==> config.mk <==
export PLATFORM = sky130hd
export DESIGN_NAME = nebula_vc_fifo
export DESIGN_NICKNAME = d
export VERILOG_FILES = /design/src/rtl/nebula_vc_fifo.sv
export SDC_FILE = /design/constraint.sdc
export NUM_CORES = 1
export LEC_CHECK = 0
export CAP_MARGIN = 20
export CORE_MARGIN = 2
export CORE_UTILIZATION = 29
export DETAILED_ROUTE_END_ITERATION = 10
export PLACE_DENSITY_LB_ADDON = 0.12
export SLEW_MARGIN = 15
export SYNTH_ARGS = -nofsm -noshare
export SYNTH_HDL_FRONTEND = slang
export SYNTH_SLANG_ARGS = --single-unit
export TNS_END_PERCENT = 30
==> constraint.sdc <==
create_clock -name clk -period 3.9 [get_ports clk]
set_input_delay 0.975 -clock clk [delete_from_list [all_inputs] [get_ports clk]]
set_output_delay 0.975 -clock clk [all_outputs]
set_load 0.05 [all_outputs]
==> src/rtl/nebula_vc_fifo.sv <==
// Virtual-channel FWFT FIFO: NUM_VC independent DEPTH x WIDTH queues behind one write and one read port.
// Define NEBULA_VC_FIFO_STATS_EN to add sticky overflow/underflow flags and per-VC peak occupancy.
module nebula_vc_fifo #(
  parameter int WIDTH     = 16,
  parameter int DEPTH     = 8,
  parameter int NUM_VC    = 4,
  parameter int AF_THRESH = 6,
  localparam int VW = $clog2(NUM_VC),
  localparam int LW = $clog2(DEPTH) + 1
) (
  input  logic                 clk,
  input  logic                 rst,
  input  logic                 push,
  input  logic [VW-1:0]        push_vc,
  input  logic [WIDTH-1:0]     din,
  input  logic                 pop,
  input  logic [VW-1:0]        rd_vc,
  output logic [WIDTH-1:0]     dout,
  output logic                 dout_valid,
  output logic [NUM_VC-1:0]    full,
  output logic [NUM_VC-1:0]    empty,
  output logic [NUM_VC-1:0]    almost_full,
  output logic [NUM_VC*LW-1:0] level
`ifdef NEBULA_VC_FIFO_STATS_EN
  ,
  output logic [NUM_VC-1:0]    ovf_err,
  output logic [NUM_VC-1:0]    udf_err,
  output logic [NUM_VC*LW-1:0] peak_lvl
`endif
);

  localparam int PW = $clog2(DEPTH);
  localparam logic [LW-1:0] DEPTH_L = LW'(DEPTH);
  localparam logic [LW-1:0] AF_L    = LW'(AF_THRESH);
  // One extra bit so the range check stays meaningful when NUM_VC is a power of two.
  localparam logic [VW:0]   NVC_L   = (VW + 1)'(NUM_VC);

  logic [WIDTH-1:0] r_mem    [NUM_VC][DEPTH];
  logic [PW-1:0]    r_wr_ptr [NUM_VC];
  logic [PW-1:0]    r_rd_ptr [NUM_VC];
  logic [LW-1:0]    r_level  [NUM_VC];

  logic              w_push_vc_ok;
  logic              w_rd_vc_ok;
  logic              w_pop_ok;
  logic              w_push_ok;
  logic [NUM_VC-1:0] w_wr_en;
  logic [NUM_VC-1:0] w_rd_en;
  logic [LW-1:0]     w_lvl_nxt [NUM_VC];

  assign w_push_vc_ok = ({1'b0, push_vc} < NVC_L);
  assign w_rd_vc_ok   = ({1'b0, rd_vc} < NVC_L);
  assign w_pop_ok     = pop && w_rd_vc_ok && (r_level[rd_vc] != '0);
  // A full VC still takes a write when the same cycle pops its head.
  assign w_push_ok    = push && w_push_vc_ok &&
                        ((r_level[push_vc] != DEPTH_L) || (w_pop_ok && (rd_vc == push_vc)));

  assign dout       = w_rd_vc_ok ? r_mem[rd_vc][r_rd_ptr[rd_vc]] : '0;
  assign dout_valid = w_rd_vc_ok && (r_level[rd_vc] != '0);

  always_comb begin
    w_wr_en     = '0;
    w_rd_en     = '0;
    full        = '0;
    empty       = '0;
    almost_full = '0;
    level       = '0;
    for (int v = 0; v < NUM_VC; v++) begin
      w_lvl_nxt[v] = r_level[v];
      w_wr_en[v]   = w_push_ok && (push_vc == VW'(v));
      w_rd_en[v]   = w_pop_ok && (rd_vc == VW'(v));
      if (w_wr_en[v] && !w_rd_en[v]) begin
        w_lvl_nxt[v] = r_level[v] + LW'(1);
      end else if (!w_wr_en[v] && w_rd_en[v]) begin
        w_lvl_nxt[v] = r_level[v] - LW'(1);
      end
      full[v]             = (r_level[v] == DEPTH_L);
      empty[v]            = (r_level[v] == '0);
      almost_full[v]      = (r_level[v] >= AF_L);
      level[v*LW +: LW]   = r_level[v];
    end
  end

  // Storage is deliberately not reset; pointers alone define what is valid.
  always_ff @(posedge clk) begin
    if (!rst && w_push_ok) begin
      r_mem[push_vc][r_wr_ptr[push_vc]] <= din;
    end
  end

  always_ff @(posedge clk) begin
    if (rst) begin
      for (int v = 0; v < NUM_VC; v++) begin
        r_wr_ptr[v] <= '0;
        r_rd_ptr[v] <= '0;
        r_level[v]  <= '0;
      end
    end else begin
      for (int v = 0; v < NUM_VC; v++) begin
        if (w_wr_en[v]) r_wr_ptr[v] <= r_wr_ptr[v] + PW'(1);
        if (w_rd_en[v]) r_rd_ptr[v] <= r_rd_ptr[v] + PW'(1);
        r_level[v] <= w_lvl_nxt[v];
      end
    end
  end

`ifdef NEBULA_VC_FIFO_STATS_EN
  logic [LW-1:0] r_peak [NUM_VC];

  always_ff @(posedge clk) begin
    if (rst) begin
      ovf_err <= '0;
      udf_err <= '0;
      for (int v = 0; v < NUM_VC; v++) r_peak[v] <= '0;
    end else begin
      for (int v = 0; v < NUM_VC; v++) begin
        if (push && w_push_vc_ok && !w_push_ok && (push_vc == VW'(v))) ovf_err[v] <= 1'b1;
        if (pop && w_rd_vc_ok && !w_pop_ok && (rd_vc == VW'(v)))       udf_err[v] <= 1'b1;
        if (w_lvl_nxt[v] > r_peak[v]) r_peak[v] <= w_lvl_nxt[v];
      end
    end
  end

  always_comb begin
    peak_lvl = '0;
    for (int v = 0; v < NUM_VC; v++) peak_lvl[v*LW +: LW] = r_peak[v];
  end
`endif

endmodule
==> results.cfg <==
[sta]
skew_ns = 0.0172
fin_crit_sh = 1.03
setup_viol = 15
worst_pin_slew_ns = 0.540
hold-worst-slack_ns = 0.598
slew-limit-headroom = 0.640
setup_slack_ns = -0.104
fmax_ghz = 0.250
finalHoldViolCount = 0
period_needed_ns = 4.00
slew_violations = 0
rsz0062_at_grt = yes

[floorplanning]
die_y_um = 284
io_pins = 69
die_area_um2 = 80400
placement_rows = 102
start_util = 0.293
die_x_um = 284
core-area_um2 = 77500

[power]
ir_worst_vdd_uv = 322
p_per_area_nw_per_um2 = 489
p_leak_nw = 9.57

[global_route]
grt_max_degree = 34
grt_pass1_wl_um = 86700
grt_pass1_vias = 11881
grt_usage = 0.149
overflow = 0
antenna_found_initial = 0

[route]
viasPerCell = 4.63
remaining_drc_errors = 0
drt-wirelength-per-cell_um = 24.8
antenna_left = 0
drt_iter0_drc = 816
drt_first_pass_iters = 5
via_count = 11116
drt-total-wl_um = 59500

[worst_hold_path]
hp-start = r_level[2][3]$_SDFFE_PP0P_
holdCritPathClass = register to register

[setup_path]
crit_type = input port to output pin
regToRegStartpoint = r_level[1][1]$_SDFFE_PP0P_
r2r_slack_ns = 0.76
cp_data_required_time_ns = 2.92
cp-startpoint = rd_vc[0]
cp-start-kind = input port
cp_data_arrival_time_ns = 3.03
cp_max_fo = 19
end_kind = output pin

[yosys]
yosys_warnings = 0
synth_top_family_by_area = multiplexers
muxShareOfSynthArea = 0.173
syn_avg_cell_area_um2 = 21.0
synth_area_leaders = edfxtp_1 (71%), mux4_2 (11%), mux4_1 (3.4%)
synth_top_area_share = 0.710
synth-compound-area-share = 0.0246
synth_simple_gate_area_frac = 0.0342
synth_seq_cells = 552
synth_xor_area_frac = 0.00850
syn-cell-area_um2 = 22700
synthAdderAreaFrac = 0.0146
yosysSeqAreaShare = 0.724
synth_largest_area_cell = edfxtp_1
syn_inst = 1077
synth_nets = 1125
synth.distinct_cells = 47

[flow_run]
drv_cap = 0

[clock_network]
cts_made_buffers = 60
cts-root-buf = clkbuf_16
clkSinkCount = 552
clock_path_buffers = 3
cts_hold_buf = 0
cts-htree-levels = 2
cts_tree = built
clkSlewWorstSetupHoldPaths_ns = 0.06
clock_latency_ns = 0.61

[finish]
syn_to_final_growth_pct = 25.6
postLayoutCoreUtil = 0.367
nets = 1359
drive_gt1_frac = 0.316

[placed_design]
routabilityCongestion = 0.736
dp_hpwl_um = 36400
pre_cts_slack_ns = -0.236
port-buffer-count = 68

[run_status]
violations = setup timing
outcome = complete, but fails checks
cells by family after synthesis:
group / Yosys count
xor gates and xnor gates: 22
DFF: 552
AOI/OAI and AO/OA: 69
buffers and inverters: 65
adders and majority gates: 24
and+or+nand+nor: 142
muxes: 203
cells in the mapped netlist, drive strengths merged:
library cell,n
mux2i,36
a31o,4
dfxtp,16
and3b,1
nor2b,5
nand3,3
or2,3
edfxtp,536
nand2,9
or3,4
mux2,32
clkbuf,9
xor2,8
nor3b,4
o22ai,20
o21bai,1
a21o,11
and3,48
nand3b,1
nand2b,6
nor4,4
buf,48
fa,4
mux4,135
nor2,28
and2,6
xnor2,14
a221oi,16
a21oi,12
ha,20
inv,8
o21ai,5
nor3,20
final cells by class:
| class | count | area (um2) |
|---|---|---|
| fillers | 7174 | 49000 |
| flip-flops and latches | 552 | 16400 |
| multi-input cells | 460 | 6150 |
| repair buffers | 229 | 2720 |
| clock buffers | 73 | 1570 |
| well taps | 1040 | 1300 |
| clock inverters | 38 | 279 |
| inverters | 8 | 30.0 |
| diodes | 2 | 5.00 |
critical path: stages:
cell	delay, ns
buf_12	0.10
mux4_4	0.72
buf_12	0.22
mux2_2	0.24
o22ai_1	0.08
buf_4	0.16
a221oi_4	0.31
buf_12	0.19
per-layer routing:
metal / up-vias / GRT usage / wire (um)
li1: 5013 / - / -
met1: 5883 / 0.206 / 27200
met2: 163 / 0.247 / 29300
met3: 57 / 0.0229 / 2110
met4: 0 / 0.0347 / 939
met5: - / 0 / 0
cells in the final DEF (no fill, tap or decap), types with 7 or more instances in the layout:
cell type / count
inv_1: 8
a21o_1: 11
mux2_4: 15
nor3_1: 20
clkdlybuf4s50_1: 49
buf_4: 110
and3_1: 48
o22ai_2: 7
a21oi_1: 12
ha_1: 20
a221oi_4: 16
xor2_1: 8
mux4_2: 107
clkbuf_16: 61
dfxtp_1: 16
nand2_1: 9
nor2_1: 27
clkinv_1: 19
clkinv_2: 11
mux2_1: 10
mux2_2: 7
mux2i_1: 33
clkbuf_1: 12
mux4_1: 27
o22ai_1: 10
buf_12: 66
xnor2_1: 14
edfxtp_1: 536
where the power goes:
group | switching [mW] | internal, mW | total [mW]
clock network | 2.29 | 3.10 | 5.39
registers | 0.0693 | 6.57 | 6.64
logic | 1.05 | 0.828 | 1.88
flip-flops by register name, summed over array words and instances (netlist names):
name,count
r_rd_ptr,12
r_mem,512
r_level,16
r_wr_ptr,12
through the flow:
stage,std cells,TNS [ns],power (mW),cell area [um2]
finish,2402,-0.869,13.9,28500
global route,2400,-1.80,14.4,28500
global placement,2285,-2.65,8.58,26300
floorplan,1077,-0.384,7.73,22800
CTS,2398,-1.30,14.1,28400
detailed placement,2285,-2.71,8.58,26300
final timing paths:
kind                                end  cells after the start
max                             dout[0]                      8
min          r_level[2][3]$_SDFFE_PP0P_                      2
min reg2reg  r_level[2][3]$_SDFFE_PP0P_                      2
max reg2reg  r_level[1][3]$_SDFFE_PP0P_                     14
what timing repair did:
| item | in CTS | in global routing |
|---|---|---|
| gates resized for setup | 33 | 10 |
| cloned | 0 | 0 |
| setup buffers | 2 | 2 |
| pin swaps | 7 | 2 |
| endpoints found under the setup margin | 16 | 16 |
Note: power is estimated with default switching activity, not from simulation.
